[src/rtl/mem_stage.sv]
// mem_stage: stage-4 load/store unit and writeback select.
// Performs at most one bus access per entry into stage 4, then waits for the sequencer to move on.
module mem_stage #(
  parameter logic [2:0]  STAGE_MEM = 3'd4,
  parameter int unsigned TIMEOUT   = 16,
  parameter logic [4:0]  IT_RTYPE  = 5'd1,
  parameter logic [4:0]  IT_ITYPE  = 5'd2,
  parameter logic [4:0]  IT_STYPE  = 5'd3,
  parameter logic [4:0]  IT_BTYPE  = 5'd4,
  parameter logic [4:0]  IT_UTYPE  = 5'd5,
  parameter logic [4:0]  IT_LTYPE  = 5'd6,
  parameter logic [4:0]  IT_JRTYPE = 5'd7
) (
  input  logic        clk,
  input  logic        reset,
  input  logic [2:0]  stage_i,
  input  logic [31:0] ir_i,
  input  logic [4:0]  itype_i,
  input  logic [31:0] alu_y_i,
  input  logic [31:0] alu_pass_i,
  output logic        mem_req_o,
  output logic        mem_we_o,
  output logic [31:0] mem_addr_o,
  output logic [31:0] mem_wdata_o,
  output logic [3:0]  mem_be_o,
  input  logic [31:0] mem_rdata_i,
  input  logic        mem_ack_i,
  output logic [31:0] wb_data_o,
  output logic [4:0]  wb_rd_o,
  output logic        wb_en_o,
  output logic        done_o,
  output logic        fault_o
);
  localparam logic [7:0] TIMEOUT_CNT = 8'(TIMEOUT);

  typedef enum logic [1:0] {IDLE, ACCESS, FINISH, HOLD} state_t;
  state_t state_q, state_d;

  logic        mem_req_q, mem_req_d, mem_we_q, mem_we_d;
  logic [31:0] mem_addr_q, mem_addr_d, mem_wdata_q, mem_wdata_d;
  logic [3:0]  mem_be_q, mem_be_d;
  logic [31:0] wb_data_q, wb_data_d;
  logic [4:0]  wb_rd_q, wb_rd_d;
  logic        wb_ok_q, wb_ok_d, fault_q, fault_d;
  logic [2:0]  funct3_q, funct3_d;
  logic [1:0]  addr_lo_q, addr_lo_d;
  logic [7:0]  cnt_q, cnt_d;

  logic        is_pass, is_load, is_store, legal, misaligned;
  logic [2:0]  f3;
  logic [3:0]  be_start;
  logic [31:0] wdata_start, load_val;
  logic [7:0]  byte_lane;
  logic [15:0] half_lane;

  // Only funct3 and rd are taken from the instruction word here.
  logic unused_ir;
  assign unused_ir = &{1'b0, ir_i[31:15], ir_i[6:0]};

  always_comb begin
    f3          = ir_i[14:12];
    is_pass     = (itype_i == IT_RTYPE) || (itype_i == IT_ITYPE) ||
                  (itype_i == IT_UTYPE) || (itype_i == IT_JRTYPE);
    is_load     = (itype_i == IT_LTYPE);
    is_store    = (itype_i == IT_STYPE);
    legal       = is_load ? ((f3[1:0] != 2'b11) && !(f3[2] && f3[1]))
                          : (!f3[2] && (f3[1:0] != 2'b11));
    misaligned  = 1'b0;
    be_start    = 4'b1111;
    wdata_start = alu_pass_i;
    case (f3[1:0])
      2'b00: begin
        be_start    = 4'b0001 << alu_y_i[1:0];
        wdata_start = {4{alu_pass_i[7:0]}};
      end
      2'b01: begin
        misaligned  = alu_y_i[0];
        be_start    = alu_y_i[1] ? 4'b1100 : 4'b0011;
        wdata_start = {2{alu_pass_i[15:0]}};
      end
      default: misaligned = |alu_y_i[1:0];
    endcase
  end

  always_comb begin
    byte_lane = mem_rdata_i[{addr_lo_q, 3'b000} +: 8];
    half_lane = addr_lo_q[1] ? mem_rdata_i[31:16] : mem_rdata_i[15:0];
    case (funct3_q)
      3'b000:  load_val = {{24{byte_lane[7]}}, byte_lane};
      3'b001:  load_val = {{16{half_lane[15]}}, half_lane};
      3'b100:  load_val = {24'b0, byte_lane};
      3'b101:  load_val = {16'b0, half_lane};
      default: load_val = mem_rdata_i;
    endcase
  end

  always_comb begin
    state_d     = state_q;
    mem_req_d   = mem_req_q;
    mem_we_d    = mem_we_q;
    mem_addr_d  = mem_addr_q;
    mem_wdata_d = mem_wdata_q;
    mem_be_d    = mem_be_q;
    wb_data_d   = wb_data_q;
    wb_rd_d     = wb_rd_q;
    wb_ok_d     = wb_ok_q;
    fault_d     = fault_q;
    funct3_d    = funct3_q;
    addr_lo_d   = addr_lo_q;
    cnt_d       = cnt_q;
    case (state_q)
      IDLE: begin
        if (stage_i == STAGE_MEM) begin
          funct3_d  = f3;
          addr_lo_d = alu_y_i[1:0];
          wb_rd_d   = ir_i[11:7];
          wb_ok_d   = 1'b0;
          fault_d   = 1'b0;
          cnt_d     = 8'd0;
          state_d   = FINISH;
          if (is_pass) begin
            wb_data_d = alu_y_i;
            wb_ok_d   = (ir_i[11:7] != 5'd0);
          end else if (is_load || is_store) begin
            if (!legal || misaligned) begin
              fault_d = 1'b1;
            end else begin
              mem_req_d   = 1'b1;
              mem_we_d    = is_store;
              mem_addr_d  = {alu_y_i[31:2], 2'b00};
              mem_be_d    = be_start;
              mem_wdata_d = wdata_start;
              state_d     = ACCESS;
            end
          end
        end
      end
      ACCESS: begin
        // Ack is checked first so that it wins over a coincident timeout.
        if (mem_ack_i) begin
          mem_req_d = 1'b0;
          state_d   = FINISH;
          if (!mem_we_q) begin
            wb_data_d = load_val;
            wb_ok_d   = (wb_rd_q != 5'd0);
          end
        end else begin
          cnt_d = cnt_q + 8'd1;
          if (cnt_d == TIMEOUT_CNT) begin
            mem_req_d = 1'b0;
            fault_d   = 1'b1;
            state_d   = FINISH;
          end
        end
      end
      FINISH: state_d = HOLD;
      HOLD: if (stage_i != STAGE_MEM) state_d = IDLE;
      default: state_d = IDLE;
    endcase
  end

  always_ff @(posedge clk) begin
    if (!reset) begin
      state_q     <= IDLE;
      mem_req_q   <= 1'b0;
      mem_we_q    <= 1'b0;
      mem_addr_q  <= 32'd0;
      mem_wdata_q <= 32'd0;
      mem_be_q    <= 4'd0;
      wb_data_q   <= 32'd0;
      wb_rd_q     <= 5'd0;
      wb_ok_q     <= 1'b0;
      fault_q     <= 1'b0;
      funct3_q    <= 3'd0;
      addr_lo_q   <= 2'd0;
      cnt_q       <= 8'd0;
    end else begin
      state_q     <= state_d;
      mem_req_q   <= mem_req_d;
      mem_we_q    <= mem_we_d;
      mem_addr_q  <= mem_addr_d;
      mem_wdata_q <= mem_wdata_d;
      mem_be_q    <= mem_be_d;
      wb_data_q   <= wb_data_d;
      wb_rd_q     <= wb_rd_d;
      wb_ok_q     <= wb_ok_d;
      fault_q     <= fault_d;
      funct3_q    <= funct3_d;
      addr_lo_q   <= addr_lo_d;
      cnt_q       <= cnt_d;
    end
  end

  assign mem_req_o   = mem_req_q;
  assign mem_we_o    = mem_we_q;
  assign mem_addr_o  = mem_addr_q;
  assign mem_wdata_o = mem_wdata_q;
  assign mem_be_o    = mem_be_q;
  assign wb_data_o   = wb_data_q;
  assign wb_rd_o     = wb_rd_q;
  assign fault_o     = fault_q;
  assign done_o      = (state_q == FINISH);
  assign wb_en_o     = (state_q == FINISH) && wb_ok_q;
endmodule
[config.mk]
export PLATFORM = sky130hd
export DESIGN_NAME = mem_stage
export DESIGN_NICKNAME = d
export VERILOG_FILES = /design/src/rtl/mem_stage.sv
export SDC_FILE = /design/constraint.sdc
export NUM_CORES = 1
export LEC_CHECK = 0
export ABC_AREA = 0
export CAP_MARGIN = 15
export CELL_PAD_IN_SITES_DETAIL_PLACEMENT = 1
export CELL_PAD_IN_SITES_GLOBAL_PLACEMENT = 2
export CORE_MARGIN = 1.5
export CORE_UTILIZATION = 39
export CTS_BUF_LIST = sky130_fd_sc_hd__clkbuf_8
export DETAILED_ROUTE_END_ITERATION = 7
export DONT_BUFFER_PORTS = 1
export PLACE_DENSITY_LB_ADDON = 0.1
export SLEW_MARGIN = 20
export SYNTH_ARGS = -nofsm -noshare
export SYNTH_HDL_FRONTEND = slang
export SYNTH_SLANG_ARGS = --single-unit
[constraint.sdc]
create_clock -name clk -period 5.2 [get_ports clk]
set_input_delay 0.78 -clock clk [delete_from_list [all_inputs] [get_ports clk]]
set_output_delay 0.78 -clock clk [all_outputs]
set_load 0.005 [all_outputs]
==> impl_results.html <==
<table>
<tr><th>Metric</th><th>Value</th></tr>
<tr><th colspan="2">Outcome</th></tr>
<tr><td>Outcome</td><td>finished, final reports clean</td></tr>
<tr><th colspan="2">Place</th></tr>
<tr><td># port buffers</td><td>0</td></tr>
<tr><td>Number of placed instances, taps included</td><td>843</td></tr>
<tr><td>Last weighted congestion value of the routability-driven placer</td><td>0.811</td></tr>
<tr><td>Pre-CTS setup slack</td><td>1.52 ns</td></tr>
<tr><td>HPWL reported at the end of detailed placement</td><td>14200 um</td></tr>
<tr><th colspan="2">Timing</th></tr>
<tr><td>Pins Over Slew Limit</td><td>0</td></tr>
<tr><td>Least-Margin Pin Slew</td><td>1.00 ns</td></tr>
<tr><td>Worst setup slack after layout</td><td>1.50 ns</td></tr>
<tr><td>Final clock period utilization by the worst path</td><td>71.1%</td></tr>
<tr><td>Time the final worst path needs with I/O delays and setup</td><td>3.70 ns</td></tr>
<tr><td>Peak Freq</td><td>270 MHz</td></tr>
<tr><td>Final Setup Violations</td><td>0</td></tr>
<tr><td>Number of endpoints with negative hold slack in the final report</td><td>0</td></tr>
<tr><td>Worst rel slew slack</td><td>32.8%</td></tr>
<tr><td>RSZ-0062 raised after global routing</td><td>false</td></tr>
<tr><td>Setup TNS Final</td><td>0 ns</td></tr>
<tr><td>Final setup skew</td><td>0.0128 ns</td></tr>
<tr><th colspan="2">Floorplan</th></tr>
<tr><td>Width of the die</td><td>126 um</td></tr>
<tr><td>Area inside the core boundary</td><td>0.0146 mm2</td></tr>
<tr><td>DIE HEIGHT</td><td>126 um</td></tr>
<tr><td>Initial Util</td><td>40.1%</td></tr>
<tr><td>Row Count</td><td>44</td></tr>
<tr><td>IO Count</td><td>249</td></tr>
<tr><td>Die Footprint</td><td>0.0158 mm2</td></tr>
<tr><th colspan="2">Min path</th></tr>
<tr><td>Hold WC Path Type</td><td>input port to flip-flop</td></tr>
<tr><th colspan="2">Drt</th></tr>
<tr><td>Post-DR wirelength/cell</td><td>22.2 um</td></tr>
<tr><td>Final routed DRC violation total</td><td>0</td></tr>
<tr><td>Number of nets with antenna violations after detailed routing</td><td>0</td></tr>
<tr><td>Drt first-iter violations</td><td>434</td></tr>
<tr><td>Number of detailed-route iterations in the first pass</td><td>4</td></tr>
<tr><td>DRT Wirelength</td><td>19400 um</td></tr>
<tr><td>Via count of the routed design</td><td>5255</td></tr>
<tr><td>Vias/cell</td><td>6.01</td></tr>
<tr><th colspan="2">Synthesis</th></tr>
<tr><td>Most used flip-flop cell after synthesis</td><td>dfxtp_1</td></tr>
<tr><td>Number of warnings printed during yosys synthesis</td><td>0</td></tr>
<tr><td>Cell type with the highest aggregate area in the netlist</td><td>dfxtp_1</td></tr>
<tr><td>Post-Synthesis Mean Instance Area</td><td>8.27 um2</td></tr>
<tr><td>Post-synthesis sequential area ratio</td><td>41.7%</td></tr>
<tr><td>Main combinational cell family by area after synthesis</td><td>compound AO/OA/AOI/OAI gates</td></tr>
<tr><td>Compound-Gate Fraction of Synth Area</td><td>25.9%</td></tr>
<tr><td>Fraction of the mapped netlist area in simple logic gates</td><td>19.3%</td></tr>
<tr><td>Multiplexer share of the synthesized area</td><td>6.71%</td></tr>
<tr><td>Asr flop ratio synth</td><td>0%</td></tr>
<tr><td>Netlist area before placement</td><td>0.00586 mm2</td></tr>
<tr><td>Count of flip-flops with a built-in enable after synthesis</td><td>0</td></tr>
<tr><td>Dominant cells by area after synthesis</td><td>dfxtp_1, nand2_1, a21oi_1</td></tr>
<tr><td>Adder-Cell Fraction of Synth Area</td><td>1.28%</td></tr>
<tr><td>Number of flip-flops and latches in the synthesized netlist</td><td>122</td></tr>
<tr><td>Post-synthesis share of cell area spent on xor and xnor gates</td><td>0.150%</td></tr>
<tr><td>Distinct cell type count after synthesis</td><td>55</td></tr>
<tr><td>Post-synthesis cell count</td><td>708</td></tr>
<tr><td>Synth top area share</td><td>41.7%</td></tr>
<tr><th colspan="2">Flow run</th></tr>
<tr><td>Total of max-cap violations</td><td>0</td></tr>
<tr><th colspan="2">Power and ir drop</th></tr>
<tr><td>Total chip power</td><td>0.00247 W</td></tr>
<tr><td>Power Dens Cells</td><td>393 mW/mm2</td></tr>
<tr><td>Maximum vdd drop</td><td>0.000161 V</td></tr>
<tr><td>Leakage component of the power</td><td>2.07 nW</td></tr>
<tr><th colspan="2">Clock network</th></tr>
<tr><td>Cell chosen for the clock root</td><td>clkbuf_8</td></tr>
<tr><td>Buffers inserted by post-CTS timing repair</td><td>0</td></tr>
<tr><td>Max Buffers Root-to-Sink</td><td>2</td></tr>
<tr><td>Later-pin clock latency in the skew report</td><td>0.45 ns</td></tr>
<tr><td>Hold buffer count at CTS</td><td>0</td></tr>
<tr><td>TritonCTS clock tree</td><td>yes</td></tr>
<tr><td>Clock transition time at the flip-flop clock pins of the worst setup and hold paths</td><td>0.08 ns</td></tr>
<tr><td>Post-CTS resize count</td><td>0</td></tr>
<tr><td>Number of sinks driven by the clock tree</td><td>122</td></tr>
<tr><td>CTS Buf Count</td><td>17</td></tr>
<tr><td># H-tree levels</td><td>4</td></tr>
<tr><th colspan="2">Critical path</th></tr>
<tr><td>CP Data Arrival Time</td><td>4.00 ns</td></tr>
<tr><td>Delay of the slowest critical-path stage</td><td>0.72 ns</td></tr>
<tr><td>Critical path required time</td><td>5.51 ns</td></tr>
<tr><td>WS Path Type</td><td>flip-flop to flip-flop</td></tr>
<tr><td>Launching element type of the critical path</td><td>flip-flop</td></tr>
<tr><td>Sequence of cells on the critical path</td><td>inv_1 -&gt; ha_1 -&gt; inv_1 -&gt; a21oi_1 -&gt; a2111o_1 -&gt; or2_1 -&gt; o2bb2ai_1</td></tr>
<tr><td>Slowest cell on the critical path</td><td>or2_1</td></tr>
<tr><td>Top fanout value on the critical path</td><td>23</td></tr>
<tr><td>Cell mode on critical path</td><td>inv_1</td></tr>
<tr><td>Critical Path End Type</td><td>flip-flop</td></tr>
<tr><th colspan="2">Final layout</th></tr>
<tr><td>Final net count</td><td>823</td></tr>
<tr><td>Share of final-layout standard cells stronger than drive strength 1</td><td>11.0%</td></tr>
<tr><td>Fill cell count</td><td>1722</td></tr>
<tr><td>Area grow syn2layout</td><td>7.48%</td></tr>
<tr><td>Final core area utilization</td><td>43.1%</td></tr>
<tr><td>Antenna Cells</td><td>0</td></tr>
<tr><td>Post-Layout Cell Count</td><td>875</td></tr>
<tr><td>Footprint of the multi-input gates</td><td>0.00315 mm2</td></tr>
<tr><td>Sequential standard cell area</td><td>0.00244 mm2</td></tr>
<tr><th colspan="2">Global routing</th></tr>
<tr><td>First-pass GRT wire length</td><td>30400 um</td></tr>
<tr><td>Pin count of the biggest net entering global routing</td><td>74</td></tr>
<tr><td>GRT Util Overall</td><td>24.6%</td></tr>
<tr><td>Via count of the first global-routing pass</td><td>5574</td></tr>
<tr><td>Antenna violations before repair</td><td>0</td></tr>
<tr><td>Total overflow reported by the global router</td><td>0</td></tr>
</table>
-- final cells by class --
class | instances | area share, %
inverters | 10 | 0.596
multi-input cells | 522 | 50.1
flip-flops and latches | 122 | 38.8
clock inverters | 13 | 1.89
repair buffers | 5 | 0.795
clock buffers | 19 | 4.15
well taps | 184 | 3.66
-- routing by layer --
metal,global-route usage [%],share of wire (%)
met5,0,0
met4,11.4,3.4
met3,9.97,9.5
met2,40.8,48
met1,27.5,40
-- path summary, 6_finish.rpt --
path	startpoint	endpoint	slack [ns]	depth (start not counted)
worst min register to register	mem_addr_o[11]	mem_addr_o[11]	0.47	2
worst min-delay path	ir_i[10]	wb_rd_o[3]	0.46	2
worst max-delay path	state_q[1]	wb_data_o[21]	1.50	7
worst max register to register	state_q[1]	wb_data_o[21]	1.50	7
-- per-stage QoR --
stage,cell area [um2],hold WS (ns)
2_1_floorplan,5860,0.448
6_report,6290,0.463
5_1_grt,6290,0.436
4_1_cts,6290,0.432
3_3_place_gp,5910,0.461
3_5_place_dp,5910,0.466
-- worst max-delay path, delay by kind of cell (launching register included) --
family,cells,cell delay [ns]
compound gates,3,1.07
buf+inv,2,0.73
simple gates,1,0.72
fa+ha+maj,1,0.69
flops,1,0.34
-- sequential cells by signal, indices dropped and copies added, names as in the netlist --
name	flops
addr_lo_q	2
cnt_q	8
fault_o	1
funct3_q	3
mem_addr_o	30
mem_be_o	4
mem_req_o	1
mem_wdata_o	32
mem_we_o	1
state_q	2
wb_data_o	32
wb_ok_q	1
wb_rd_o	5
-- cell families (layout without fill, tap and decap cells) --
kind of cell	after synthesis	after routing
simple gates	267	267
compound gates	209	209
flops	122	122
buf+inv	65	47
mux	37	37
fa+ha+maj	6	6
other cells	1	2
xor+xnor	1	1
-- cells in the mapped netlist, drive strengths merged, types with 2 or more instances --
| library cell | instances |
|---|---|
| mux2 | 8 |
| nor4 | 2 |
| nor2 | 60 |
| a211o | 7 |
| nor2b | 6 |
| or3 | 2 |
| nand2b | 9 |
| clkbuf | 34 |
| inv | 9 |
| dfxtp | 122 |
| buf | 21 |
| or4 | 2 |
| a211oi | 26 |
| o221ai | 7 |
| or2 | 2 |
| o2bb2ai | 16 |
| o211ai | 4 |
| o21a | 2 |
| a221oi | 24 |
| nor3b | 2 |
| ha | 6 |
| nor4b | 2 |
| nand2 | 160 |
| and2 | 3 |
| a31oi | 10 |
| mux2i | 28 |
| o221a | 9 |
| nand3 | 7 |
| a21oi | 73 |
| nor3 | 7 |
| o21ai | 23 |
-- power breakdown --
part	total, W	leakage, nW	internal, W	switching, W
Sequential	0.00106	0.985	0.000993	0.0000622
Clock	0.000815	0.190	0.000405	0.000409
Combinational	0.000603	0.893	0.000227	0.000376
Total	0.00247	2.07	0.00163	0.000848
-- layout by cell type, fill, tap and decap left out, drive strengths merged, types with 2 or more instances in the layout --
| master | count |
|---|---|
| nor4 | 2 |
| a31oi | 10 |
| a221oi | 24 |
| mux2 | 8 |
| nand2b | 9 |
| o221a | 9 |
| nor2b | 6 |
| and2 | 3 |
| or2 | 2 |
| o21a | 2 |
| dfxtp | 122 |
| o2bb2ai | 16 |
| mux2i | 28 |
| nand2 | 160 |
| nor4b | 2 |
| o211ai | 4 |
| or4 | 2 |
| or3 | 2 |
| inv | 13 |
| nor3 | 7 |
| clkbuf | 19 |
| a211o | 7 |
| buf | 5 |
| a211oi | 26 |
| o21ai | 23 |
| ha | 6 |
| clkinv | 6 |
| o221ai | 7 |
| a21oi | 73 |
| nand3 | 7 |
| nor3b | 2 |
| clkinvlp | 3 |
| conb | 2 |
| nor2 | 60 |
(Power assumes the default switching activity.)
==> patch 1: new RTL, same settings <==
Re-encode `state_t` (4 states) as one-hot, 4 bits wide.
--- a/src/rtl/mem_stage.sv
+++ b/src/rtl/mem_stage.sv
@@ -33,7 +33,7 @@
 );
   localparam logic [7:0] TIMEOUT_CNT = 8'(TIMEOUT);
 
-  typedef enum logic [1:0] {IDLE, ACCESS, FINISH, HOLD} state_t;
+  typedef enum logic [3:0] {IDLE = 4'b0001, ACCESS = 4'b0010, FINISH = 4'b0100, HOLD = 4'b1000} state_t;
   state_t state_q, state_d;
 
   logic        mem_req_q, mem_req_d, mem_we_q, mem_we_d;
Function: no difference found for any inputs over 4 cycles, from zero or initial values and one cycle with reset low; so few cycles prove little.
==> patch 1 against the original RTL <==
Critical endpoint is now mem_we_o; non-clock buffer count grew 1; maximum frequency grew 18%; wire length rose by 4.7%; setup slack better by 580 ps; sequential cell count rose by 2; final area up 5.6%; synthesized area grew 5.2%; global-route usage is 0.17 points lower.
Power is not compared: it rests on default switching activity, and its combinational part moved more than twofold at a synthesized area within 25%.
==> patch 1: results (changes against the original RTL) <==
place:
  port_buffers: 0  # unchanged
  hpwl_um: 14300  # +0.68%
  place_congestion: 0.817  # +0.75%
critical_path:
  rr_worst_depth: 5  # -2
  r2r_slack_ps: 2080  # +580 ps
  r2r-start: "state_q[0]"
  critPathLaunch: "state_q[0]"
  cpPeakStageDelay_ps: 1240  # +520 ps
  cp_max_fo: 51  # +120%
  crit_slowest_cell: "or4_2"
power_and_ir_drop:
  power.switching_mw: 0.534
  cellLeakagePower_nw: 2.28
  ir_drop_mv: 0.162
timing:
  clock_skew_ps: 8.44  # -4.37 ps
  holdWs_ps: 446  # -17.3 ps
  maxSlewHeadroom_pct: 29.4  # -3.3 points
logic_synthesis:
  ys_warn_count: 0  # unchanged
  yosysTopAreaCell: "dfxtp_1"
  synthArstFlopShare_pct: 0  # unchanged
  yosys.cell_types.count: 57  # +3.6%
  ys_top_cells_by_area: "dfxtp_1 40%, nand2_1 11%, mux2i_1 7.3%"
  synthTopCellsByCount: "175 x nand2_1, 124 x dfxtp_1, 80 x a21oi_1"
  yosysSeqAreaShare_pct: 40.3  # -1.4 points
  synth_top_flop_cell: "dfxtp_1"
drt:
  drt_iter0_markers: 289  # -33%
  wl_per_cell_um: 21.2  # -4.6%
  vias_per_cell: 5.79  # -3.6%
  firstDrtPassIters: 4  # unchanged
hold_path:
  hold_path.class: "input pin to flop"
  hp-start: "reset"
  worstHoldPathCells: 1  # -1
flow_run:
  max-cap-violations: 0  # unchanged
final_layout:
  drive_gt1_share_pct: 7.74  # -3.3 points
  antennaDiodeCount: 0  # unchanged
  nets: 876  # +6.4%
  num-fill-cells: 1871  # +8.7%
clock_tree:
  cts_setup_buffers: 0  # unchanged
  path_clk_slew_ps: 80  # about the same
  htreeDepth: 4  # unchanged
  clk_latency_ps: 430  # -20 ps
  ctsResizeCount: 0  # unchanged
  cts-root-buf: "clkbuf_8"
  cts_buffer_depth: 2  # unchanged
  cts_buffers: 17  # unchanged
global_routing:
  grt_max_degree: 87  # +18%
  grt.total_usage_pct: 24.4  # -0.17 points
  grt_pass1_wl_um: 31400  # +3.1%
  grt_pass1_vias: 5850  # +5.0%
  antenna_found_initial: 0  # unchanged
outcome:
  status: "finished clean"
-- patch 1: cell types whose count changed after synthesis, moves of 15 or more --
cell      delta
a221oi_1    -24
a311oi_1    +15
and2_1      +16
clkbuf_1    +18
inv_1       +15
mux2i_1     +17
nand2_1     +15
-- patch 1: final timing paths --
check	endpoint
max	mem_we_o
min	state_q[0]
max reg2reg	mem_we_o
min reg2reg	mem_addr_o[12]
-- patch 1: cell families (layout without fill, tap and decap cells) --
kind of cell	Yosys count	in the layout	share of synthesized area, %
other	1	2	0.0608
adder cells (fa/ha/maj)	1	1	0.203
multiplexers	55	55	9.14
AND/OR/NAND/NOR	288	288	21.1
XOR/XNOR	4	4	0.569
flip-flops	124	124	40.3
buffers and inverters	93	63	6.05
AO/OA/AOI/OAI	212	212	22.7
-- patch 1: routing by layer --
| metal | vias up | track usage (%) | wire [um] | part of all wire, % |
|---|---|---|---|---|
| li1 | 2650 | - | - | - |
| met4 | 0 | 8.39 | 367 | 1.8 |
| met2 | 211 | 42.8 | 10000 | 49 |
| met1 | 2674 | 27.1 | 8100 | 40 |
| met3 | 24 | 9.19 | 1850 | 9.1 |
| met5 | - | 0 | 0 | 0 |
-- patch 1: critical path: cells and delay by family (launching register included) --
family	cells	cell delay [ps]
flip-flops	1	500
AND/OR/NAND/NOR	4	2400
AO/OA/AOI/OAI	1	140
-- patch 1: through the flow --
step	power (mW)	worst slack, ps	std cells	cell area (um2)	utilization, %
floorplan	1.16	2700	779	6170	-
global route	2.15	1820	960	6650	43.4
finish	2.06	2080	960	6650	43.4
CTS	2.09	2010	960	6650	43.4
global placement	1.18	1650	928	6230	40.7
detailed placement	1.18	1640	928	6230	40.7
-- patch 1: area by class of cell --
class / instances / area (um2) / area share [%]
clock buffers: 18 / 248 / 3.73
clock inverters: 14 / 170 / 2.56
inverters: 25 / 95.1 / 1.43
multi-input cells: 562 / 3330 / 50.1
flip-flops and latches: 124 / 2480 / 37.3
well taps: 211 / 264 / 3.97
repair buffers: 6 / 57.6 / 0.866
-- patch 1: power by group through the flow --
stage | Sequential (mW) | Clock, mW | Combinational (mW)
2_1_floorplan | 1.01 | 0 | 0.145
3_3_place_gp | 1.02 | 0 | 0.153
3_5_place_dp | 1.03 | 0 | 0.159
4_1_cts | 1.00 | 0.923 | 0.160
5_1_grt | 1.01 | 0.968 | 0.176
6_report | 1.00 | 0.903 | 0.159
==> patch 2: new RTL, config.mk and constraints unchanged <==
Without the edit above. The parameter `IT_JRTYPE` goes from 5'd7 to 5'd5.
--- a/src/rtl/mem_stage.sv
+++ b/src/rtl/mem_stage.sv
@@ -9,7 +9,7 @@
   parameter logic [4:0]  IT_BTYPE  = 5'd4,
   parameter logic [4:0]  IT_UTYPE  = 5'd5,
   parameter logic [4:0]  IT_LTYPE  = 5'd6,
-  parameter logic [4:0]  IT_JRTYPE = 5'd7
+  parameter logic [4:0]  IT_JRTYPE = 5'd5
 ) (
   input  logic        clk,
   input  logic        reset,
Formal check against the unedited RTL: not equivalent (a bounded check fails within 4 cycles, from zero or initial values and one cycle with reset low).
==> patch 2 against the original RTL <==
Power increased by 4.9%; synthesized area increased by 1.0%; sequential cell count unchanged; setup slack improved by 320 ps; wire length increased by 1.9%; final area increased by 0.54%; first-iteration DRC count decreased by 34%; cell count increased by 0.69%; critical path type unchanged; largest cell class unchanged; highest routed layer unchanged.
==> patch 2: results (changes against the original RTL) <==
final_layout:
  nets: 829  # +0.73%
  num-fill-cells: 1756  # +2.0%
  drive_gt1_share_pct: 11.2  # +0.19 points
  instances_no_fill: 881  # +0.69%
  syn_to_final_growth_pct: 6.96
drt:
  drt_iter0_markers: 286  # -34%
  vias_per_cell: 5.94  # -1.0%
  firstDrtPassIters: 4  # unchanged
  wl_per_cell_um: 22.4  # +1.2%
logic_synthesis:
  ys_top_cells_by_area: "dfxtp_1 41%, nand2_1 9.5%, a21oi_1 6.6%"
  muxShareOfSynthArea_pct: 5.14  # -1.6 points
  avgSynthCellArea_um2: 8.26  # -0.10%
  yosysSeqAreaShare_pct: 41.3  # -0.42 points
  synthAdderAreaFrac_pct: 1.27  # -0.013 points
  synthArstFlopShare_pct: 0  # unchanged
  synth_xor_xnor_area_share_pct: 0  # -0.15 points
  yosys.cell_types.count: 57  # +3.6%
  synth_compound_area_share_pct: 26.7  # +0.82 points
  synthTopCellsByCount: "149 x nand2_1, 122 x dfxtp_1, 78 x a21oi_1"
timing:
  holdWs_ps: 461  # -2.64 ps
  clock_skew_ps: 11.6  # -1.16 ps
  final.min_clock_period_ps: 3380  # -319 ps
  tightest_slew_ps: 1030  # +29.0 ps
hold_path:
  hold_path.class: "input pin to flop"
  hp-start: "ir_i[7]"
  holdPathEnd: "wb_rd_o[0]"
clock_tree:
  ctsResizeCount: 0  # unchanged
place:
  hpwl_um: 14200  # about the same
  placed_area_mm2: 0.00592  # +0.11%
  place_congestion: 0.857  # +5.6%
  dp.cells: 849  # +0.71%
power_and_ir_drop:
  p_int_mw: 1.72  # +6.1%
  ir_drop_mv: 0.164  # +2.2%
  cellLeakagePower_nw: 2.09  # +0.96%
global_routing:
  grt.total_usage_pct: 25.0  # +0.42 points
  grt_pass1_wl_um: 30600  # +0.57%
  grt_pass1_vias: 5478  # -1.7%
  grt_max_degree: 89  # +20%
critical_path:
  r2r_slack_ps: 1820  # +320 ps
  r2r-start: "state_q[0]"
  critPathArrivalTime_ps: 3720  # -280 ps
  rr_endpoint: "mem_wdata_o[15]"
  cp_max_fo: 52  # +130%
outcome:
  status: "finished clean"
## patch 2: cell count changes in the layout (fill, tap and decap cells not counted), moves of 3 or more
cell / delta
mux2i_1: -10
a311oi_1: +11
o31ai_1: +7
o221ai_1: -6
a21oi_1: +5
a211oi_1: -16
nor3b_1: +7
buf_4: +3
o21ai_0: +7
nor2b_1: +5
nand2_1: -11
nor2_1: -5
clkinvlp_4: +3
## patch 2: worst max path at each step
| stage | from | endpoint | depth (start not counted) |
|---|---|---|---|
| 6_report | state_q[0] | mem_wdata_o[15] | 7 |
| 5_1_grt | state_q[0] | mem_wdata_o[13] | 7 |
| 4_1_cts | state_q[0] | mem_wdata_o[15] | 7 |
| 3_5_place_dp | state_q[0] | mem_wdata_o[10] | 7 |
| 3_3_place_gp | state_q[0] | mem_wdata_o[15] | 7 |
| 2_1_floorplan | stage_i[1] | wb_data_o[22] | 8 |
## patch 2: power groups by stage
stage	Sequential, mW	Clock, mW	Combinational [mW]
after global routing	1.10	0.946	0.687
after CTS	1.09	0.903	0.620
final	1.09	0.882	0.620
after global placement	1.11	0	0.599
after detailed placement	1.11	0	0.616
after floorplan	1.08	0	0.506
## patch 2: kinds of logic (layout without fill, tap and decap cells)
| logic type | after synthesis | in the layout |
|---|---|---|
| flip-flops | 122 | 122 |
| buffers and inverters | 71 | 51 |
| AND/OR/NAND/NOR | 265 | 265 |
| other | 1 | 2 |
| multiplexers | 28 | 28 |
| AO/OA/AOI/OAI | 223 | 223 |
| adder cells (fa/ha/maj) | 6 | 6 |
## patch 2: worst max-delay path, cell delays in order, from the launching register on
cell      delay, ps
dfxtp_1         330
inv_1           130
ha_1            480
and4bb_2        530
and4_2          830
buf_4           560
nor2_1           80
a311oi_1        270
## patch 2: final cells by class
| cell class | instances | area (um2) | share of cell area (%) |
|---|---|---|---|
| tap | 184 | 230 | 3.64 |
| sequential | 122 | 2440 | 38.6 |
| timing repair buffer | 7 | 52.6 | 0.830 |
| clock inverter | 15 | 176 | 2.79 |
| inverter | 12 | 45.0 | 0.712 |
| multi-input combinational | 524 | 3150 | 49.7 |
| clock buffer | 17 | 234 | 3.70 |
## patch 2: layer usage
| layer | share of wire (%) | global-route usage, % | wire length, um |
|---|---|---|---|
| met1 | 43 | 32.0 | 8600 |
| met2 | 45 | 38.8 | 8980 |
| met3 | 9.1 | 9.64 | 1810 |
| met4 | 1.9 | 8.11 | 382 |
| met5 | 0 | 0 | 0 |
